### src/rtl/fir_host_loader.sv
// Streams coefficient and sample words from a valid/ready source into the FIR core's
// register file, kicks off a run, and reports completion or timeout with the WAIT cycle count.
module fir_host_loader #(
    parameter int          NUM_TAPS    = 4,
    parameter logic [4:0]  COEF_BASE   = 5'd10,
    parameter logic [4:0]  SAMPLE_BASE = 5'd20,
    parameter int          TIMEOUT     = 1024
) (
    input  logic        clock_i,
    input  logic        reset_i,
    input  logic        cfg_valid_i,
    output logic        cfg_ready_o,
    input  logic [31:0] cfg_data_i,
    output logic        fir_rf_we_o,
    output logic [4:0]  fir_rf_waddr_o,
    output logic [31:0] fir_rf_wdata_o,
    output logic        fir_start_o,
    input  logic        fir_done_i,
    output logic        busy_o,
    output logic        done_o,
    output logic        timed_out_o,
    output logic [15:0] run_cycles_o
);

    localparam int                NWORDS     = 2 * NUM_TAPS;
    localparam int                WCNT_W     = (NWORDS > 2) ? $clog2(NWORDS) : 1;
    localparam logic [WCNT_W-1:0] LAST_WORD  = WCNT_W'(NWORDS - 1);
    localparam logic [WCNT_W-1:0] TAPS_CNT   = WCNT_W'(NUM_TAPS);
    localparam logic [4:0]        TAPS_5     = 5'(NUM_TAPS);
    localparam logic [15:0]       WAIT_LIMIT = 16'(TIMEOUT - 1);

    typedef enum logic [2:0] {
        S_IDLE,
        S_DRAIN,
        S_START,
        S_WAIT,
        S_DONE
    } state_t;

    state_t            state_q, state_d;
    logic [WCNT_W-1:0] wcnt_q, wcnt_d;
    logic [15:0]       wait_cnt_q, wait_cnt_d;
    logic [15:0]       run_cycles_q, run_cycles_d;
    logic              timed_out_q, timed_out_d;
    logic              done_q;
    logic              rf_we_q, rf_we_d;
    logic [4:0]        rf_waddr_q, rf_waddr_d;
    logic [31:0]       rf_wdata_q, rf_wdata_d;

    logic              handshake;
    logic              completion;
    logic [4:0]        wcnt_5;
    logic [4:0]        word_addr;
    logic [15:0]       wait_cnt_inc;

    assign handshake    = cfg_valid_i && (state_q == S_IDLE) && !reset_i;
    assign completion   = fir_done_i && !done_q;
    assign wcnt_5       = 5'(wcnt_q);
    // Both address sums wrap modulo 32 so a base near the top of the file rolls over to x0.
    assign word_addr    = (wcnt_q < TAPS_CNT) ? (COEF_BASE + wcnt_5)
                                              : (SAMPLE_BASE + (wcnt_5 - TAPS_5));
    assign wait_cnt_inc = (wait_cnt_q == 16'hFFFF) ? 16'hFFFF : (wait_cnt_q + 16'd1);

    always_ff @(posedge clock_i) begin
        if (reset_i) begin
            state_q      <= S_IDLE;
            wcnt_q       <= '0;
            wait_cnt_q   <= '0;
            run_cycles_q <= '0;
            timed_out_q  <= 1'b0;
            done_q       <= 1'b0;
            rf_we_q      <= 1'b0;
            rf_waddr_q   <= '0;
            rf_wdata_q   <= '0;
        end else begin
            state_q      <= state_d;
            wcnt_q       <= wcnt_d;
            wait_cnt_q   <= wait_cnt_d;
            run_cycles_q <= run_cycles_d;
            timed_out_q  <= timed_out_d;
            done_q       <= fir_done_i;
            rf_we_q      <= rf_we_d;
            rf_waddr_q   <= rf_waddr_d;
            rf_wdata_q   <= rf_wdata_d;
        end
    end

    always_comb begin
        state_d      = state_q;
        wcnt_d       = wcnt_q;
        wait_cnt_d   = wait_cnt_q;
        run_cycles_d = run_cycles_q;
        timed_out_d  = timed_out_q;

        // x0 is hard-wired in the core, so a word mapped there is counted but never written.
        rf_we_d      = handshake && (word_addr != 5'd0);
        rf_waddr_d   = handshake ? word_addr  : rf_waddr_q;
        rf_wdata_d   = handshake ? cfg_data_i : rf_wdata_q;

        case (state_q)
            S_IDLE: begin
                if (handshake) begin
                    if (wcnt_q == LAST_WORD) begin
                        state_d = S_DRAIN;
                    end else begin
                        wcnt_d = wcnt_q + 1'b1;
                    end
                end
            end
            S_DRAIN: begin
                state_d = S_START;
            end
            S_START: begin
                wait_cnt_d = '0;
                state_d    = S_WAIT;
            end
            S_WAIT: begin
                wait_cnt_d = wait_cnt_inc;
                // A core completion in the same cycle as the timeout takes priority.
                if (completion) begin
                    state_d      = S_DONE;
                    timed_out_d  = 1'b0;
                    run_cycles_d = wait_cnt_inc;
                end else if (wait_cnt_q == WAIT_LIMIT) begin
                    state_d      = S_DONE;
                    timed_out_d  = 1'b1;
                    run_cycles_d = wait_cnt_inc;
                end
            end
            S_DONE: begin
                wcnt_d  = '0;
                state_d = S_IDLE;
            end
            default: begin
                state_d = S_IDLE;
            end
        endcase
    end

    always_comb begin
        cfg_ready_o    = (state_q == S_IDLE) && !reset_i;
        busy_o         = (state_q != S_IDLE);
        fir_start_o    = (state_q == S_START);
        done_o         = (state_q == S_DONE);
        timed_out_o    = (state_q == S_DONE) && timed_out_q;
        run_cycles_o   = run_cycles_q;
        fir_rf_we_o    = rf_we_q;
        fir_rf_waddr_o = rf_waddr_q;
        fir_rf_wdata_o = rf_wdata_q;
    end

endmodule
### config.mk
export PLATFORM = sky130hd
export DESIGN_NAME = fir_host_loader
export DESIGN_NICKNAME = d
export VERILOG_FILES = /design/src/rtl/fir_host_loader.sv
export SDC_FILE = /design/constraint.sdc
export NUM_CORES = 1
export LEC_CHECK = 0
export CORE_MARGIN = 2
export CORE_UTILIZATION = 43
export DETAILED_ROUTE_END_ITERATION = 10
export HOLD_SLACK_MARGIN = 0.05
export PLACE_DENSITY = 0.77
export RECOVER_POWER = 25
export SYNTH_ARGS = -nofsm -noshare
export SYNTH_HDL_FRONTEND = slang
export SYNTH_SLANG_ARGS = --single-unit
### constraint.sdc
create_clock -name clock_i -period 1.95 [get_ports clock_i]
set_input_delay 0.195 -clock clock_i [delete_from_list [all_inputs] [get_ports clock_i]]
set_output_delay 0.195 -clock clock_i [all_outputs]
set_load 0.005 [all_outputs]
### Word level (Yosys, flattened, before mapping)

Cells that the tools add are included.

* add/subtract/negate cells: 5
* order comparisons: 1
* equality and inequality tests: 11
* multiplexer cells: 15
* reduce and logical (&&, ||, !) cells: 17

Operators by type and width (number)
* 16-bit 2-to-1 mux: 3
* 16-bit one-hot mux with 2 select lines: 1
* 3-bit 2-to-1 mux: 6
* 16-bit by 1-bit adder with 16-bit output, second input constant: 1
* 16-bit by 10-bit equality test with 1-bit output, second input constant: 1
* 16-bit equality test, second input constant: 1
* 3-bit one-hot mux with 4 select lines: 1
* 3-bit by 2-bit equality test with 1-bit output, second input constant: 2
* 3-bit equality test, second input constant: 2
* 1-bit logical AND: 6
* 3-bit one-hot mux with 2 select lines: 1
* 3-bit AND reduction: 2
* 2-bit nonzero test: 3
* 4-bit by 3-bit adder with 5-bit output, first input constant: 1
* 5-bit adder, first input constant: 1
* 5-bit 2-to-1 mux: 1
* 5-bit nonzero test: 1
* 2-bit != test, second input constant: 2
* 3-bit by 3-bit subtractor with 4-bit output, second input constant: 1
* 3-bit by 1-bit adder with 3-bit output, second input constant: 1
* 3-bit by 1-bit equality test with 1-bit output, second input constant: 1
* 3-bit logical NOT: 1
* 3-bit less-than comparator, second input constant: 1
* 3-bit != test, second input constant: 1
* other kinds (5): 7

* register bits: 78
* input bits: 36
* output and inout bits: 59
* word-level logic and storage cells: 58

### Logic depth before layout (Yosys ltp)

* depth after elaboration: 5
* gate-level depth with buffers: 8
* depth with buffers taken out: 6

### Worst setup path after synthesis

OpenSTA, ideal clock, no wires.

* path kind: register to register
* from: register wait_cnt_q[0]
* to: register run_cycles_q[12], in the netlist run_cycles_o[12]
* setup time: 0.070 ns
* data arrival time: 1.788 ns
* required time: 1.880 ns
* setup slack: 0.092 ns
* cell stages (with the launch flop): 9
* path buffers: 2
* cell sequence: dfxtp_1 ha_1 nand3_1 nor4_2 o21a_2 buf_6 buf_6 o211ai_1 a21oi_1

* word-level cells in the longest chain between the ends: 4

Ends and longest elaborated chain
* start, declared: line 42 `logic [15:0] wait_cnt_q, wait_cnt_d;`
* start signal, assigned: line 78 `wait_cnt_q <= wait_cnt_d;`
* 16-bit by 1-bit adder with 16-bit output or 16-bit equality test (tied branches): line 62 `assign wait_cnt_inc = (wait_cnt_q == 16'hFFFF) ? 16'hFFFF : (wait_cnt_q + 16'd1);`
* 16-bit 2-to-1 mux: line 62
* 16-bit 2-to-1 mux: line 124 `end else if (wait_cnt_q == WAIT_LIMIT) begin`
* 16-bit 2-to-1 mux: line 120 `if (completion) begin`
* end signal, assigned: line 79 `run_cycles_q <= run_cycles_d;`
* end, declared: line 43 `logic [15:0] run_cycles_q, run_cycles_d;`

Parallel ways exist; a longest one is shown, timed or not. The select of a mux whose other input is x is not followed.
A chain may end at the register's enable or synchronous reset.

### Worst setup path in the final report

* from: register wait_cnt_q[10]
* to: register run_cycles_q[8], in the netlist run_cycles_o[8]

* word-level cells in the longest chain between the ends: 4

Ends and longest elaborated chain (line)
* 16-bit equality test: 62
* 16-bit 2-to-1 mux: 62
* 16-bit 2-to-1 mux: 124
* 16-bit 2-to-1 mux: 120

Parallel ways exist; a longest one is shown, timed or not. The select of a mux whose other input is x is not followed.

==> flow_summary_export.csv <==
group,metric,value,unit
sta,grt_setup_unrepaired,"yes",
floorplanning,initial_core_util,0.436,
synthesis,yosysWarningCount,0,
synthesis,ys_async_sr_fraction,0,
pwr,power_density,735,nW/µm²
worst_setup_path,cp_max_fo,29,
grt,grt_max_degree,71,
placement,port_buffers,94,
detailed_routing,ant_nets,0,
pwr,p_int,2640,µW
synthesis,syn_inst,389,
sta,clock_skew,0.0113,ns
sta,relSlewSlack,0.572,
floorplanning,rows,32,
synthesis,yosysTopAreaCell,"dfxtp_1",
grt,grt_usage,0.205,
synthesis,ys_top_cells_by_area,"dfxtp_1 (47%), nand2_1 (9.1%), nand3b_1 (7.7%)",
detailed_routing,drt_first_pass_iters,4,
placement,place_ws,0.0743,ns
clock_tree,clock_sink_count,78,
detailed_routing,wirelength,8370,µm
sta,hold_violations,0,
run,cap_violations,0,
synthesis,synth_top_area_frac,0.471,
worst_setup_path,end_kind,"flip-flop",
layout,design_area,4700,µm²
placement,place.gp.congestion,0.893,
worst_setup_path,required,2.20,ns
synthesis,syn_area_per_cell,8.52,µm²
run_status,status,"finished clean",
sta,fin_crit,1.87,ns
clock_tree,cts_hold_buffers,0,
min_path,hp-class,"in -> reg",
sta,worst_pin_slew,0.642,ns
layout,layout-drive-gt1-share,0.106,
clock_tree,cts_max_path_buffers,2,
synthesis,ys_seq_elements,78,
clock_tree,numCtsBuffers,9,
clock_tree,cts_setup_buffers,0,
synthesis,synth.most_common_cell,"nand2_1",
pwr,leakagePower,0.00192,µW
pwr,p_sw,819,µW
worst_setup_path,critical-path-max-stage-delay,0.53,ns
pwr,pwr-share-seq,0.495,
worst_setup_path,crit_buf_inv,1,
grt,grt_pass1_vias,2969,
pwr,p_clk_frac,0.381,
worst_setup_path,path_delay_family,"simple AND/OR/NAND/NOR gates",
floorplanning,die_w,91.8,µm
worst_setup_path,cpMaxStageDelayCell,"or4_1",
sta,maxSlewViolCount,0,
placement,hpwl,5780,µm
clock_tree,clock_latency,0.35,ns
pwr,peakVddDrop,0.351,mV
floorplanning,die_area,8420,µm²
synthesis,netlist_area,3310,µm²
pwr,p_total,3460,µW
placement,placed_area,4460,µm²
synthesis,ys_seq_area_frac,0.471,
worst_setup_path,cp.arrival,2.12,ns
synthesis,synthFlopType,"dfxtp_1",
clock_tree,htreeDepth,3,
pwr,comb_power_share,0.124,
detailed_routing,vias,3085,
layout,area_growth,41.8,%
worst_setup_path,crit_chain,"or4_1 -> nor4_2 -> o21a_2 -> buf_12 -> nor2_1 -> a311oi_1",
grt,antenna_found_initial,0,
layout,fill_cells,639,
sta,finalSetupTns,0,ns
grt,grt_overflow,0,
grt,grt_pass1_wl,14000,µm
layout,nets,534,
layout,diodes,0,
sta,setup_ws,0.0819,ns
pwr,swShare,0.237,
floorplanning,core_area,7610,µm²
sta,setup_viol,0,
sta,max_freq,0.535,GHz
synthesis,syn_nets,430,
floorplanning,fp.dieH,91.8,µm
floorplanning,pin_count,95,
clock_tree,cts_tree,"done",
detailed_routing,drtIter0Drc,119,
worst_setup_path,crit_type,"reg -> reg",
sta,period_share,0.958,
synthesis,synth_cell_types,40,
synthesis,synth_edf_count,0,
synthesis,ys_top_cells_by_count,"nand2_1 (80), dfxtp_1 (78), nor2_1 (36)",
detailed_routing,drcViolationCount,0,
clock_tree,cts_root_buffer,"clkbuf_8",
detailed_routing,wl_per_cell,13.9,µm
layout,utilization,0.618,
worst_setup_path,start_kind,"flip-flop",
detailed_routing,vias_per_cell,5.14,
clock_tree,clkSlewWorstSetupHoldPaths,0.09,ns
-- worst min-delay path: cells and delay by family --
family / cells / cell delay, ns
buf+inv: 1 / 0.39
simple gates: 2 / 0.09
-- final timing paths --
check / start / end / slack [ns] / depth (start not counted)
setup reg to reg: wait_cnt_q[10] / run_cycles_o[8] / 0.08 / 6
setup / recovery: wait_cnt_q[10] / run_cycles_o[8] / 0.08 / 6
hold / removal: cfg_data_i[10] / fir_rf_wdata_o[10] / 0.37 / 3
hold reg to reg: fir_rf_wdata_o[27] / fir_rf_wdata_o[27] / 0.47 / 2
-- registers in the layout (all words and copies together), names as in the netlist --
signal          flops
run_cycles_o       16
fir_rf_waddr_o      5
fir_rf_wdata_o     32
fir_rf_we_o         1
wait_cnt_q         16
wcnt_q              3
state_q             3
timed_out_q         1
done_q              1
-- layout by cell type, fill, tap and decap left out, types with 12 or more instances in the layout --
master,netlist,final
clkdlybuf4s50_1,0,62
nor3_1,12,12
dfxtp_1,78,76
nor2_1,36,34
nand3b_1,34,34
dlygate4sd3_1,0,31
nand2_1,80,80
a21oi_1,17,17
buf_4,1,22
-- layer usage --
| layer | global-route usage | part of all wire | wire length [µm] | up-vias |
|---|---|---|---|---|
| li1 | - | - | - | 1548 |
| met1 | 0.248 | 0.43 | 3640 | 1421 |
| met2 | 0.331 | 0.46 | 3860 | 101 |
| met3 | 0.0871 | 0.084 | 701 | 15 |
| met4 | 0.0634 | 0.020 | 169 | 0 |
| met5 | 0 | 0 | 0 | - |
-- final cells by class --
class                           count  area, µm²  area share
Inverter                            5       18.8     0.00399
Clock inverter                      6       86.3      0.0184
Tap cell                          102        128      0.0272
Multi-Input combinational cell    281       1630       0.348
Timing Repair Buffer              118       1140       0.243
Clock buffer                       10        128      0.0272
Sequential cell                    78       1560       0.333
-- timing repair --
action,CTS,global route
gates resized for setup,2,5
pin swaps,0,1
endpoints found under the setup margin,1,6
-- cells by family after synthesis --
kind of cell             share of synthesized area
buffers and inverters                       0.0430
XOR/XNOR                                    0.0344
adder cells (fa/ha/maj)                     0.0189
AND/OR/NAND/NOR                              0.314
AO/OA/AOI/OAI                                0.109
multiplexers                               0.00906
flip-flops                                   0.471
-- metrics by stage --
| step | hold WS, ns | cells |
|---|---|---|
| 2_1_floorplan | 0.294 | 389 |
| 3_3_place_gp | 0.460 | 584 |
| 3_5_place_dp | 0.464 | 584 |
| 4_1_cts | 0.360 | 600 |
| 5_1_grt | 0.367 | 600 |
| 6_report | 0.370 | 600 |
-- power by group through the flow --
stage	Sequential, µW	Combinational (µW)	Clock, µW
2_1_floorplan	1750	154	0
3_3_place_gp	1740	431	0
3_5_place_dp	1750	437	0
4_1_cts	1710	443	1340
5_1_grt	1720	472	1410
6_report	1710	427	1320
Note: power is estimated with default switching activity, not from simulation.
